[config.mk]
export PLATFORM = sky130hd
export DESIGN_NAME = axi_resp_sched_flat
export DESIGN_NICKNAME = d
export VERILOG_FILES = /design/src/rtl/axi_resp_sched_if.sv /design/src/rtl/axi_resp_sched.sv /design/src/flat_wrapper.sv
export SDC_FILE = /design/constraint.sdc
export NUM_CORES = 1
export LEC_CHECK = 0
export CAP_MARGIN = 20
export CORE_MARGIN = 2
export CORE_UTILIZATION = 42
export CTS_BUF_LIST = sky130_fd_sc_hd__clkbuf_2 sky130_fd_sc_hd__clkbuf_4 sky130_fd_sc_hd__clkbuf_8
export DETAILED_ROUTE_END_ITERATION = 10
export HOLD_SLACK_MARGIN = 0.15
export PLACE_DENSITY = 0.78
export SETUP_SLACK_MARGIN = 0.5
export SLEW_MARGIN = 20
export SYNTH_ARGS = -nofsm -noshare
export SYNTH_HDL_FRONTEND = slang
export SYNTH_SLANG_ARGS = --single-unit
[constraint.sdc]
create_clock -name aclk -period 2 [get_ports aclk]
set_clock_uncertainty 0.1 [all_clocks]
set_input_delay 0.4 -clock aclk [delete_from_list [all_inputs] [get_ports aclk]]
set_output_delay 0.4 -clock aclk [all_outputs]
set_load 0.02 [all_outputs]
[src/rtl/axi_resp_sched_if.sv]
// rtl/axi_resp_sched_if.sv - response FIFO heads plus AXI B/R channel bundle
// master is the scheduler side; slave is the FIFO/AXI-master environment.
interface axi_resp_sched_if #(
    parameter int ID_W   = 8,
    parameter int DATA_W = 64
) ();
    logic              rdata_r_en;
    logic [DATA_W-1:0] axi_rdata;
    logic              rdata_fifo_empty;
    logic              resp_r_en;
    logic [1:0]        axi_resp;
    logic              resp_fifo_empty;
    logic              id_resp_r_en;
    logic [ID_W+1:0]   axi_id_resp;
    logic              id_resp_fifo_empty;

    logic [ID_W-1:0]   bid;
    logic [1:0]        bresp;
    logic              bvalid;
    logic              bready;

    logic [ID_W-1:0]   rid;
    logic [DATA_W-1:0] rdata;
    logic [1:0]        rresp;
    logic              rlast;
    logic              rvalid;
    logic              rready;

    modport master (
        output rdata_r_en, resp_r_en, id_resp_r_en,
        input  axi_rdata, rdata_fifo_empty, axi_resp, resp_fifo_empty,
        input  axi_id_resp, id_resp_fifo_empty,
        output bid, bresp, bvalid,
        input  bready,
        output rid, rdata, rresp, rlast, rvalid,
        input  rready
    );

    modport slave (
        input  rdata_r_en, resp_r_en, id_resp_r_en,
        output axi_rdata, rdata_fifo_empty, axi_resp, resp_fifo_empty,
        output axi_id_resp, id_resp_fifo_empty,
        input  bid, bresp, bvalid,
        output bready,
        input  rid, rdata, rresp, rlast, rvalid,
        output rready
    );
endinterface

[src/rtl/axi_resp_sched.sv]
// rtl/axi_resp_sched.sv - drains shared response FIFOs into independent AXI B and R output registers
// Tracks read bursts for ID interleave errors and flags channels held past STALL_MAX.
module axi_resp_sched #(
    parameter int ID_W      = 8,
    parameter int DATA_W    = 64,
    parameter int STALL_MAX = 1024
) (
    input  logic                aclk,
    input  logic                areset,
    axi_resp_sched_if.master    bus,
    output logic                burst_err,
    output logic                stall_err,
    output logic [15:0]         drop_cnt
);
    localparam logic [15:0] STALL_LIM = 16'(STALL_MAX);

    typedef enum logic {IDLE, RBURST} state_t;

    state_t            state;
    logic [ID_W-1:0]   burst_id;
    logic [15:0]       b_stall;
    logic [15:0]       r_stall;

    logic              is_write;
    logic              vbit;
    logic [ID_W-1:0]   head_id;
    logic              head_ok;
    logic              b_free;
    logic              r_free;
    logic              pop;
    logic              pop_b;
    logic              pop_drop;
    logic              pop_r;

    assign is_write = bus.axi_id_resp[ID_W+1];
    assign vbit     = bus.axi_id_resp[ID_W];
    assign head_id  = bus.axi_id_resp[ID_W-1:0];
    assign head_ok  = !bus.rdata_fifo_empty && !bus.resp_fifo_empty && !bus.id_resp_fifo_empty;
    assign b_free   = !bus.bvalid || bus.bready;
    assign r_free   = !bus.rvalid || bus.rready;

    // The three FIFOs advance in lock-step, so one strobe serves them all.
    always_comb begin
        pop      = head_ok && !areset && (is_write ? b_free : r_free);
        pop_b    = pop && is_write && vbit;
        pop_drop = pop && is_write && !vbit;
        pop_r    = pop && !is_write;
    end

    assign bus.rdata_r_en   = pop;
    assign bus.resp_r_en    = pop;
    assign bus.id_resp_r_en = pop;

    always_ff @(posedge aclk) begin
        if (areset) begin
            bus.bvalid <= 1'b0;
            bus.bid    <= '0;
            bus.bresp  <= '0;
            bus.rvalid <= 1'b0;
            bus.rid    <= '0;
            bus.rdata  <= '0;
            bus.rresp  <= '0;
            bus.rlast  <= 1'b0;
            drop_cnt   <= '0;
        end else begin
            if (pop_b) begin
                bus.bvalid <= 1'b1;
                bus.bid    <= head_id;
                bus.bresp  <= bus.axi_resp;
            end else if (bus.bready) begin
                bus.bvalid <= 1'b0;
            end
            if (pop_r) begin
                bus.rvalid <= 1'b1;
                bus.rid    <= head_id;
                bus.rdata  <= bus.axi_rdata;
                bus.rresp  <= bus.axi_resp;
                bus.rlast  <= vbit;
            end else if (bus.rready) begin
                bus.rvalid <= 1'b0;
            end
            if (pop_drop && drop_cnt != 16'hFFFF) begin
                drop_cnt <= drop_cnt + 16'd1;
            end
        end
    end

    // Write entries pass through without disturbing the read-burst tracking.
    always_ff @(posedge aclk) begin
        if (areset) begin
            state     <= IDLE;
            burst_id  <= '0;
            burst_err <= 1'b0;
        end else if (pop_r) begin
            if (state == RBURST && head_id != burst_id) begin
                burst_err <= 1'b1;
            end
            burst_id <= head_id;
            state    <= vbit ? IDLE : RBURST;
        end
    end

    always_ff @(posedge aclk) begin
        if (areset) begin
            b_stall   <= '0;
            r_stall   <= '0;
            stall_err <= 1'b0;
        end else begin
            if (bus.bvalid && !bus.bready) begin
                if (b_stall != STALL_LIM) begin
                    b_stall <= b_stall + 16'd1;
                end
                if (b_stall == STALL_LIM - 16'd1) begin
                    stall_err <= 1'b1;
                end
            end else begin
                b_stall <= '0;
            end
            if (bus.rvalid && !bus.rready) begin
                if (r_stall != STALL_LIM) begin
                    r_stall <= r_stall + 16'd1;
                end
                if (r_stall == STALL_LIM - 16'd1) begin
                    stall_err <= 1'b1;
                end
            end else begin
                r_stall <= '0;
            end
        end
    end
endmodule

[src/flat_wrapper.sv]
// flat-port wrapper written by rule: the top's interface ports become plain ports
module axi_resp_sched_flat 
#(
    parameter int ID_W      = 8,
    parameter int DATA_W    = 64,
    parameter int STALL_MAX = 1024
)
  (aclk, areset, burst_err, stall_err, drop_cnt, bus_rdata_r_en, bus_resp_r_en, bus_id_resp_r_en, bus_axi_rdata, bus_rdata_fifo_empty, bus_axi_resp, bus_resp_fifo_empty, bus_axi_id_resp, bus_id_resp_fifo_empty, bus_bid, bus_bresp, bus_bvalid, bus_bready, bus_rid, bus_rdata, bus_rresp, bus_rlast, bus_rvalid, bus_rready);
  axi_resp_sched_if #(.ID_W(ID_W), .DATA_W(DATA_W)) bus_i ();
  input  logic aclk;
  input  logic areset;
  output logic burst_err;
  output logic stall_err;
  output logic [15:0] drop_cnt;
  output wire logic [$bits(bus_i.rdata_r_en)-1:0] bus_rdata_r_en;
  output wire logic [$bits(bus_i.resp_r_en)-1:0] bus_resp_r_en;
  output wire logic [$bits(bus_i.id_resp_r_en)-1:0] bus_id_resp_r_en;
  input wire logic [$bits(bus_i.axi_rdata)-1:0] bus_axi_rdata;
  input wire logic [$bits(bus_i.rdata_fifo_empty)-1:0] bus_rdata_fifo_empty;
  input wire logic [$bits(bus_i.axi_resp)-1:0] bus_axi_resp;
  input wire logic [$bits(bus_i.resp_fifo_empty)-1:0] bus_resp_fifo_empty;
  input wire logic [$bits(bus_i.axi_id_resp)-1:0] bus_axi_id_resp;
  input wire logic [$bits(bus_i.id_resp_fifo_empty)-1:0] bus_id_resp_fifo_empty;
  output wire logic [$bits(bus_i.bid)-1:0] bus_bid;
  output wire logic [$bits(bus_i.bresp)-1:0] bus_bresp;
  output wire logic [$bits(bus_i.bvalid)-1:0] bus_bvalid;
  input wire logic [$bits(bus_i.bready)-1:0] bus_bready;
  output wire logic [$bits(bus_i.rid)-1:0] bus_rid;
  output wire logic [$bits(bus_i.rdata)-1:0] bus_rdata;
  output wire logic [$bits(bus_i.rresp)-1:0] bus_rresp;
  output wire logic [$bits(bus_i.rlast)-1:0] bus_rlast;
  output wire logic [$bits(bus_i.rvalid)-1:0] bus_rvalid;
  input wire logic [$bits(bus_i.rready)-1:0] bus_rready;
  assign bus_rdata_r_en = bus_i.rdata_r_en;
  assign bus_resp_r_en = bus_i.resp_r_en;
  assign bus_id_resp_r_en = bus_i.id_resp_r_en;
  assign bus_i.axi_rdata = bus_axi_rdata;
  assign bus_i.rdata_fifo_empty = bus_rdata_fifo_empty;
  assign bus_i.axi_resp = bus_axi_resp;
  assign bus_i.resp_fifo_empty = bus_resp_fifo_empty;
  assign bus_i.axi_id_resp = bus_axi_id_resp;
  assign bus_i.id_resp_fifo_empty = bus_id_resp_fifo_empty;
  assign bus_bid = bus_i.bid;
  assign bus_bresp = bus_i.bresp;
  assign bus_bvalid = bus_i.bvalid;
  assign bus_i.bready = bus_bready;
  assign bus_rid = bus_i.rid;
  assign bus_rdata = bus_i.rdata;
  assign bus_rresp = bus_i.rresp;
  assign bus_rlast = bus_i.rlast;
  assign bus_rvalid = bus_i.rvalid;
  assign bus_i.rready = bus_rready;
  axi_resp_sched #(.ID_W(ID_W), .DATA_W(DATA_W), .STALL_MAX(STALL_MAX)) u_core (.aclk(aclk), .areset(areset), .bus(bus_i), .burst_err(burst_err), .stall_err(stall_err), .drop_cnt(drop_cnt));
endmodule
==> impl_metrics.env, run 1 <==
export IMPL_drt_iter0_drc=471
export IMPL_period_needed_ns=1.98
export IMPL_total_power_w=0.00569
export IMPL_ioPinCount=191
export IMPL_critical_path_arrival_ns=2.23
export IMPL_drc=0
export IMPL_yosys_area_share_adder=0.0115
export IMPL_grt_first_pass_wirelength_mm=28.8
export IMPL_synth_top_family_by_area="simple AND/OR/NAND/NOR gates"
export IMPL_synth_area_sq_um=5430
export IMPL_run_status="completed"
export IMPL_cts_buffers=17
export IMPL_synthTopCellsByCount="nand2_1, dfxtp_1, a21oi_1"
export IMPL_syn_to_final_growth_pct=86.1
export IMPL_critPathMaxFanout=8
export IMPL_power_frac_clock=0.422
export IMPL_fmax_mhz=504
export IMPL_postRouteAntennaNets=0
export IMPL_rsz0062_at_grt="true"
export IMPL_dp_final_hpwl_mm=11.2
export IMPL_synth_nets=742
export IMPL_row_count=41
export IMPL_worstMarginPinSlew_ns=0.501
export IMPL_die_h_um=118
export IMPL_ys_seq_area_frac=0.508
export IMPL_endpoint_kind="flop"
export IMPL_switching_share=0.245
export IMPL_avgSynthCellArea_sq_um=8.31
export IMPL_overflow=0
export IMPL_cts_tree="yes"
export IMPL_fin_nets=1014
export IMPL_power_density_nw_per_um2=563
export IMPL_synthMuxAreaShare=0.0260
export IMPL_wl_per_cell_um=18.7
export IMPL_async_flop_share=0
export IMPL_hp_class="primary input to flop"
export IMPL_antenna_found_initial=1
export IMPL_synth_edf_count=0
export IMPL_dieArea_sq_um=13900
export IMPL_worstSetupPathType="flop to flop"
export IMPL_synth_top_area_share=0.508
export IMPL_startpoint_type="flop"
export IMPL_p_int_w=0.00430
export IMPL_cap_viol_max_count=0
export IMPL_grt_pass1_vias=5768
export IMPL_io_buffers=190
export IMPL_fin_crit_sh=0.991
export IMPL_grt_max_degree=66
export IMPL_p_leak_nw=4.39
export IMPL_die_w_um=118
export IMPL_drive_gt1_frac=0.542
export IMPL_vias_per_cell=5.34
export IMPL_gp_congestion=0.826
export IMPL_wl_mm=20.8
export IMPL_ir_drop_v=0.000478
export IMPL_slew_headroom=0.663
export IMPL_synth_xor_area_frac=0.0564
export IMPL_place_ws_ns=-0.657
export IMPL_synth_compound_area_share=0.113
export IMPL_yosys_top_cells_area="dfxtp_1, nand2_1, a21oi_1, xor2_1, nor2_1"
export IMPL_ys_ff_latch=138
export IMPL_htreeDepth=4
export IMPL_yosysTopAreaCell="dfxtp_1"
export IMPL_cts_root_buf="clkbuf_8"
export IMPL_slew_violations=0
export IMPL_setup_viol=0
export IMPL_setup_ws_ns=0.0171
export IMPL_vias=5940
export IMPL_first_pass_iters=5
export IMPL_core_area_sq_um=12600
export IMPL_p_sw_w=0.00140
export IMPL_yosysMostFrequentCell="nand2_1"
export IMPL_cts_sinks=138
export IMPL_worst_skew_pair_late_latency_ns=0.46
export IMPL_worstPathRequired_ns=2.25
export IMPL_r2r_slack_ns=0.02
export IMPL_hold_violations=0
export IMPL_floorplan_initialDensity=0.431
export IMPL_yosysWarnings=0
export IMPL_combinationalPowerShare=0.092
export IMPL_grt_usage=0.258
export IMPL_clk_path_buf_depth=2
export IMPL_seq_power_share=0.485
export IMPL_post_synth_num_cell_types=43
export IMPL_path_clk_slew_ns=0.08
export IMPL_synth_simple_area_share=0.249
export IMPL_ys_flop_type="dfxtp_1"
export IMPL_syn_inst=654
==> sequential cells by signal, indices dropped and copies added, names as in the netlist <==
name / count
u_core.stall_err: 1
u_core.bus.rvalid: 1
u_core.burst_err: 1
u_core.bus.rlast: 1
u_core.b_stall: 16
u_core.bus.bresp: 2
u_core.drop_cnt: 16
u_core.state: 1
u_core.bus.bvalid: 1
u_core.burst_id: 8
u_core.bus.bid: 8
u_core.bus.rresp: 2
u_core.bus.rdata: 64
u_core.r_stall: 16
==> per-layer routing <==
| layer | vias to the layer above | GRT usage | part of all wire |
|---|---|---|---|
| li1 | 2751 | - | - |
| met1 | 2851 | 0.288 | 0.38 |
| met2 | 267 | 0.453 | 0.52 |
| met3 | 71 | 0.0795 | 0.065 |
| met4 | 0 | 0.114 | 0.039 |
| met5 | - | 0 | 0 |
==> repair_timing <==
item                                    in CTS  in global routing
gates resized for setup                    747                215
hold buffers                                 0                  0
setup buffers                               15                 32
pin swaps                                   91                100
cloned                                       8                  0
endpoints found under the setup margin     233                205
==> layout by cell type, fill, tap and decap left out, types with 8 or more instances in the layout <==
| master | Yosys | layout |
|---|---|---|
| a21oi_1 | 89 | 8 |
| a21oi_2 | 1 | 82 |
| buf_12 | 0 | 11 |
| buf_16 | 0 | 8 |
| buf_2 | 4 | 37 |
| buf_4 | 2 | 96 |
| buf_6 | 2 | 55 |
| clkbuf_8 | 0 | 18 |
| clkdlybuf4s50_1 | 0 | 75 |
| dfxtp_1 | 138 | 86 |
| dfxtp_2 | 0 | 36 |
| dfxtp_4 | 0 | 16 |
| inv_1 | 10 | 10 |
| mux2i_1 | 13 | 12 |
| nand2_1 | 165 | 88 |
| nand2_4 | 0 | 74 |
| nand3_1 | 24 | 15 |
| nor2_1 | 56 | 49 |
| or3_1 | 11 | 8 |
| xor2_1 | 25 | 25 |
==> critical path, stage by stage (launching register included) <==
cell and delay [ns]:
dfxtp_4 0.37, nand4_4 0.12, or4_4 0.58, o21ai_4 0.28
buf_6 0.18, mux2i_1 0.18, nor2_1 0.06
==> through the flow <==
stage	area (sq um)	hold WS [ns]	utilization	std cells	setup TNS, ns
finish	10100	0.357	0.801	1112	0
global route	10100	0.360	0.801	1112	-0.396
CTS	9090	0.354	0.720	1079	-0.0259
detailed placement	7830	0.346	0.620	1024	-52.71
global placement	7830	0.341	0.620	1024	-48.85
floorplan	5590	0.363	-	654	-0.463
==> cells by family (layout without fill, tap and decap cells) <==
logic type                 count (synthesis)  count (layout)
AOI/OAI and AO/OA                        113             113
xor gates and xnor gates                  35              35
adders and majority gates                  5               5
buffers and inverters                     45             330
DFF                                      138             138
muxes                                     14              14
other                                      0               1
and+or+nand+nor                          304             304
==> power by group through the flow <==
stage | clock network, W | registers (W) | logic, W
after global routing | 0.00253 | 0.00276 | 0.000549
after detailed placement | 0 | 0.00284 | 0.000384
final | 0.00240 | 0.00276 | 0.000526
after CTS | 0.00240 | 0.00277 | 0.000471
after floorplan | 0 | 0.00287 | 0.0000958
after global placement | 0 | 0.00284 | 0.000379
==> final timing paths <==
check,from,endpoint,cells after the start
min reg2reg,u_core.bus.rdata[7],u_core.bus.rdata[7],2
min,areset,u_core.bus.rdata[11],4
max,u_core.drop_cnt[7],u_core.drop_cnt[1],6
max reg2reg,u_core.drop_cnt[7],u_core.drop_cnt[1],6
==> layout make-up <==
| cell class | instances | area (sq um) |
|---|---|---|
| Clock buffer | 20 | 263 |
| Fill cell | 720 | 2510 |
| Antenna cell | 1 | 2.50 |
| Clock inverter | 12 | 149 |
| Inverter | 10 | 37.5 |
| Tap cell | 172 | 215 |
| Multi-Input combinational cell | 471 | 3790 |
| Timing Repair Buffer | 288 | 2790 |
| Sequential cell | 138 | 2870 |
Power figures use the tool's default switching activity.
==> inputs of run 2 (changes only) <==
CORE_UTILIZATION = 50   (was 42)
PLACE_DENSITY = 0.88   (was 0.78)
SKIP_LAST_GASP = 1   (was unset)
clock period = 2.5 ns   (was 2 ns; I/O delays follow)
==> run 2 against run 1 <==
Effect of this change: clock-buffer cell count shrank 2; largest cell class is now sequential cells; worst setup slack gained 0.31 ns; combinational power shrank 42%; die area shrank 15%; sequential share of layout area grew 5.0 points; final area shrank 18%; first-iteration DRC count shrank 22%.
==> impl_metrics.env, run 2 (same netlist as run 1, synthesis figures left out) <==
export IMPL_run_status="completed"
export IMPL_switching_share=0.229
export IMPL_cp_slowest_cell="mux2_1"
export IMPL_syn_to_final_growth_pct=53.4
export IMPL_fmax_mhz=459
export IMPL_wl_mm=16.8
export IMPL_overflow=0
export IMPL_timing_hold_ws_ns=0.353
export IMPL_drt_iter0_drc=368
export IMPL_p_sw_w=0.00103
export IMPL_cap_viol_max_count=0
export IMPL_die_w_um=108
export IMPL_p_int_w=0.00348
export IMPL_final_cell_mix="nand2_1, dfxtp_1, dlygate4sd2_1"
export IMPL_floorplan_initialDensity=0.508
export IMPL_cts_buffers=17
export IMPL_grt_pass1_vias=5306
export IMPL_vias_per_cell=5.37
export IMPL_multi_input_area_sq_um=2670
export IMPL_clk_path_buf_depth=2
export IMPL_core_area_sq_um=10700
export IMPL_critPathMostFrequentCell="buf_4"
export IMPL_postRouteAntennaNets=0
export IMPL_grt_first_pass_wirelength_mm=25.5
export IMPL_ir_drop_v=0.000412
export IMPL_endpoint_kind="flop"
export IMPL_n_fill_cell=695
export IMPL_path_cells="clkdlybuf4s15_2, buf_4, nor4_4, and4b_2, o21ai_4, buf_4, nor4_2, mux2_1"
export IMPL_hp_class="flop to flop"
export IMPL_dp_final_hpwl_mm=11.3
export IMPL_fin_nets=958
export IMPL_worst_skew_pair_late_latency_ns=0.44
export IMPL_dieArea_sq_um=11700
export IMPL_drive_gt1_frac=0.139
export IMPL_final_common_cell="nand2_1"
export IMPL_largest_reg_flops=64
export IMPL_row_count=38
export IMPL_hold_violations=0
export IMPL_crit_path_max_incr_delay_ns=0.38
export IMPL_ioPinCount=191
export IMPL_htreeDepth=4
export IMPL_cts_root_buf="clkbuf_8"
export IMPL_gp_congestion=0.841
export IMPL_grt_max_degree=102
export IMPL_antenna_found_initial=1
export IMPL_critPathTopFamily="simple AND/OR/NAND/NOR gates"
export IMPL_cts_sinks=138
export IMPL_critPathBufInv=3
export IMPL_grt_usage=0.278
export IMPL_setup_viol=0
export IMPL_post_place_cells=977
export IMPL_io_buffers=190
export IMPL_drc=0
export IMPL_combinationalPowerShare=0.068
export IMPL_slew_violations=0
export IMPL_wl_per_cell_um=16.4
export IMPL_first_pass_iters=4
export IMPL_worstMarginPinSlew_ns=1.09
export IMPL_fin_crit_sh=0.871
export IMPL_cts_tree="yes"
export IMPL_path_clk_slew_ns=0.08
export IMPL_critical_path_arrival_ns=2.40
export IMPL_rsz0062_at_grt="true"
export IMPL_seqCellArea_sq_um=2780
export IMPL_seq_power_share=0.492
export IMPL_top_register="u_core.bus.rdata"
export IMPL_power_density_nw_per_um2=542
export IMPL_worstSetupPathType="primary input to flop"
export IMPL_period_needed_ns=2.18
export IMPL_final_cells=1024
export IMPL_startpoint_type="primary input"
export IMPL_slew_headroom=0.270
export IMPL_vias=5496
export IMPL_power_frac_clock=0.441
export IMPL_worstPathRequired_ns=2.72
export IMPL_p_leak_nw=3.71
export IMPL_die_h_um=108
export IMPL_critPathMaxFanout=4
-- run 2: changes by cell type in the layout (fill, tap and decap cells not counted), sizes merged --
cell	delta
clkinvlp	-2
clkinv	+2
dlymetal6s2s	+14
buf	-161
clkbuf	-2
inv	+1
bufinv	+1
dlygate4sd2	+91
-- run 2: worst paths after layout --
check	startpoint	end	slack, ns	depth (start not counted)
worst max-delay path	bus_resp_fifo_empty	u_core.drop_cnt[11]	0.32	8
worst max register to register	u_core.drop_cnt[1]	u_core.drop_cnt[11]	0.37	7
worst min register to register	u_core.bus.rdata[18]	u_core.bus.rdata[18]	0.35	2
worst min-delay path	u_core.bus.rdata[18]	u_core.bus.rdata[18]	0.35	2
-- run 2: final cells by class --
cell class	instances	share of cell area
clock inverters	14	0.0237
multi-input cells	471	0.320
repair buffers	232	0.268
inverters	10	0.00450
diodes	1	0.000300
clock buffers	18	0.0290
well taps	140	0.0210
flip-flops and latches	138	0.334
-- run 2: tightest hold or removal path, cell delays in order, from the launching register on --
cell	delay (ns)
dfxtp_1	0.31
nand2_1	0.05
a21oi_1	0.05
-- run 2: stage by stage --
stage	setup WS [ns]	utilization	total power (W)	TNS, ns	area (sq um)
final	0.322	0.779	0.00452	0	8340
after floorplan	0.396	-	0.00237	0	5480
after global placement	-0.362	0.717	0.00257	-5.56	7670
after CTS	0.401	0.756	0.00452	0	8090
after global routing	0.294	0.779	0.00465	0	8340
after detailed placement	-0.389	0.717	0.00258	-10.68	7670
-- run 2: timing repair --
action | 4_1_cts | 5_1_grt
pin swaps | 7 | 19
buffers inserted | 5 | 9
endpoints found under the setup margin | 195 | 36
cloned | 0 | 0
hold buffers | 0 | 0
gates resized for setup | 137 | 45
-- run 2: power groups by stage --
stage | Combinational [W] | Sequential (W) | Clock [W]
after floorplan | 0.0000710 | 0.00229 | 0
after global placement | 0.000298 | 0.00227 | 0
after detailed placement | 0.000303 | 0.00227 | 0
after CTS | 0.000299 | 0.00222 | 0.00200
after global routing | 0.000323 | 0.00222 | 0.00211
final | 0.000306 | 0.00222 | 0.00199
-- run 2: routing by layer --
metal  up-vias  global-route usage  share of wire
met2       240               0.479           0.51
met1      2577               0.310           0.38
met4         0               0.151          0.042
met3        48              0.0772          0.073
met5         -                   0              0
li1       2631                   -              -
==> inputs of run 3 (changes only) <==
CORE_MARGIN = unset   (was 2)
GPL_ROUTABILITY_DRIVEN = 0   (was unset)
==> run 3 against run 2 <==
Effect of this change: critical path depth down 2; routed wire length is 8.8% higher; core utilization grew 1.5 points; highest routed layer unchanged.
==> impl_metrics.env, run 3 (same netlist as run 1, synthesis figures left out) <==
export IMPL_run_status="completed"
export IMPL_hold_buffers=0
export IMPL_die_h_um=106
export IMPL_slew_violations=0
export IMPL_wl_mm=18.3
export IMPL_cp_slowest_cell="or4_4"
export IMPL_worstSetupPathType="flop to flop"
export IMPL_dp_final_hpwl_mm=11.9
export IMPL_worstPathRequired_ns=2.70
export IMPL_wl_per_cell_um=18.0
export IMPL_htreeDepth=4
export IMPL_hp_class="flop to flop"
export IMPL_p_leak_nw=3.84
export IMPL_power_density_nw_per_um2=523
export IMPL_cts_sinks=138
export IMPL_path_cells="nand4_4, or4_4, o21ai_4, buf_6, xor2_1, nor2_1"
export IMPL_crit_path_start="u_core.drop_cnt[9]"
export IMPL_total_power_w=0.00433
export IMPL_fmax_mhz=467
export IMPL_critical_path_arrival_ns=2.35
export IMPL_ir_drop_v=0.000352
export IMPL_hold_start="u_core.bus.rdata[23]"
export IMPL_io_buffers=190
export IMPL_ioPinCount=191
export IMPL_antenna_found_initial=0
export IMPL_critPathTopFamily="simple AND/OR/NAND/NOR gates"
export IMPL_cap_viol_max_count=0
export IMPL_power_frac_clock=0.415
export IMPL_whs_path_depth=2
export IMPL_fin_nets=955
export IMPL_startpoint_type="flop"
export IMPL_hold_violations=0
export IMPL_place_area_sq_um=7670
export IMPL_cts_root_buf="clkbuf_8"
export IMPL_grt_first_pass_wirelength_mm=27.2
export IMPL_vias_per_cell=5.62
export IMPL_die_w_um=106
export IMPL_top_register="u_core.bus.rdata"
export IMPL_dieArea_sq_um=11300
export IMPL_p_int_w=0.00325
export IMPL_postRouteAntennaNets=0
export IMPL_clk_path_buf_depth=2
export IMPL_first_pass_iters=9
export IMPL_fin_crit_sh=0.857
export IMPL_endpoint_kind="flop"
export IMPL_row_count=37
export IMPL_switching_share=0.250
export IMPL_cts_buffers=17
export IMPL_r2r_cells=6
export IMPL_antenna_cells=0
export IMPL_period_needed_ns=2.14
export IMPL_fin_area_sq_um=8270
export IMPL_final_common_cell="nand2_1"
export IMPL_grt_pass1_vias=5658
export IMPL_grt_usage=0.307
export IMPL_rsz0062_at_grt="true"
export IMPL_path_clk_slew_ns=0.08
export IMPL_final_util=0.794
export IMPL_cp_num_cells=6
export IMPL_vias=5710
export IMPL_largest_reg_flops=64
export IMPL_overflow=0
export IMPL_syn_to_final_growth_pct=52.2
export IMPL_cts_tree="yes"
export IMPL_setup_ws_ns=0.357
export IMPL_critPathBufInv=1
export IMPL_setup_viol=0
export IMPL_worst_skew_pair_late_latency_ns=0.45
export IMPL_drt_iter0_drc=433
export IMPL_seq_power_share=0.513
export IMPL_r2r_start="u_core.drop_cnt[9]"
export IMPL_final_cell_mix="nand2_1, dfxtp_1, a21oi_1"
export IMPL_place_ws_ns=-0.416
export IMPL_slew_headroom=0.592
export IMPL_combinationalPowerShare=0.072
export IMPL_crit_path_max_incr_delay_ns=0.60
export IMPL_drc=0
export IMPL_p_sw_w=0.00108
export IMPL_critPathMaxFanout=8
export IMPL_core_area_sq_um=10400
export IMPL_drive_gt1_frac=0.127
export IMPL_worstMarginPinSlew_ns=0.606
export IMPL_grt_max_degree=58
export IMPL_floorplan_initialDensity=0.522
[run 3: cell count changes in the layout (fill, tap and decap cells not counted), sizes merged]
cell and change:
diode -1, dlygate4sd2 -13, buf -2, bufinv -3
clkdlybuf4s15 -1, clkinvlp +2, dlymetal6s2s +13, clkbuf +1
inv +5, clkinv -5
[run 3: path summary, 6_finish.rpt]
check / to / slack (ns)
worst min-delay path: u_core.bus.rdata[23] / 0.35
worst max-delay path: u_core.drop_cnt[0] / 0.36
worst max register to register: u_core.drop_cnt[0] / 0.36
worst min register to register: u_core.bus.rdata[23] / 0.35
[run 3: cell type report]
class	instances	area (sq um)
clock inverter	13	133
fill	614	2140
tap	136	170
sequential	138	2780
timing repair buffer	229	2240
multi-input combinational	471	2650
inverter	10	37.5
clock buffer	19	262
[run 3: worst min-delay path, stage by stage, from the launching register on]
cell	delay, ns
dfxtp_1	0.31
nand2_1	0.05
a21oi_1	0.05
[run 3: stage by stage]
step	TNS (ns)	cells	hold WS, ns
finish	0	1016	0.354
global route	0	1016	0.379
CTS	0	1012	0.358
detailed placement	-7.68	974	0.349
global placement	-3.76	974	0.340
floorplan	0	654	0.362
[run 3: power by group through the flow]
stage | clock, W | combinational [W] | sequential, W
after floorplan | 0 | 0.0000710 | 0.00229
after global placement | 0 | 0.000297 | 0.00227
after detailed placement | 0 | 0.000303 | 0.00227
after CTS | 0.00180 | 0.000304 | 0.00222
after global routing | 0.00191 | 0.000327 | 0.00222
final | 0.00180 | 0.000311 | 0.00222
[run 3: routing by layer]
metal / GRT usage / routed length [um] / vias to the layer above
met5: 0 / 0 / -
met4: 0.156 / 930 / 0
met3: 0.0852 / 1590 / 77
met2: 0.551 / 9360 / 325
met1: 0.327 / 6450 / 2685
li1: - / - / 2623
[run 3: timing repair]
item                                    in CTS  in global routing
gates resized for setup                    125                 50
endpoints found under the setup margin     175                 48
pin swaps                                    7                 15
buffers inserted                             6                  4
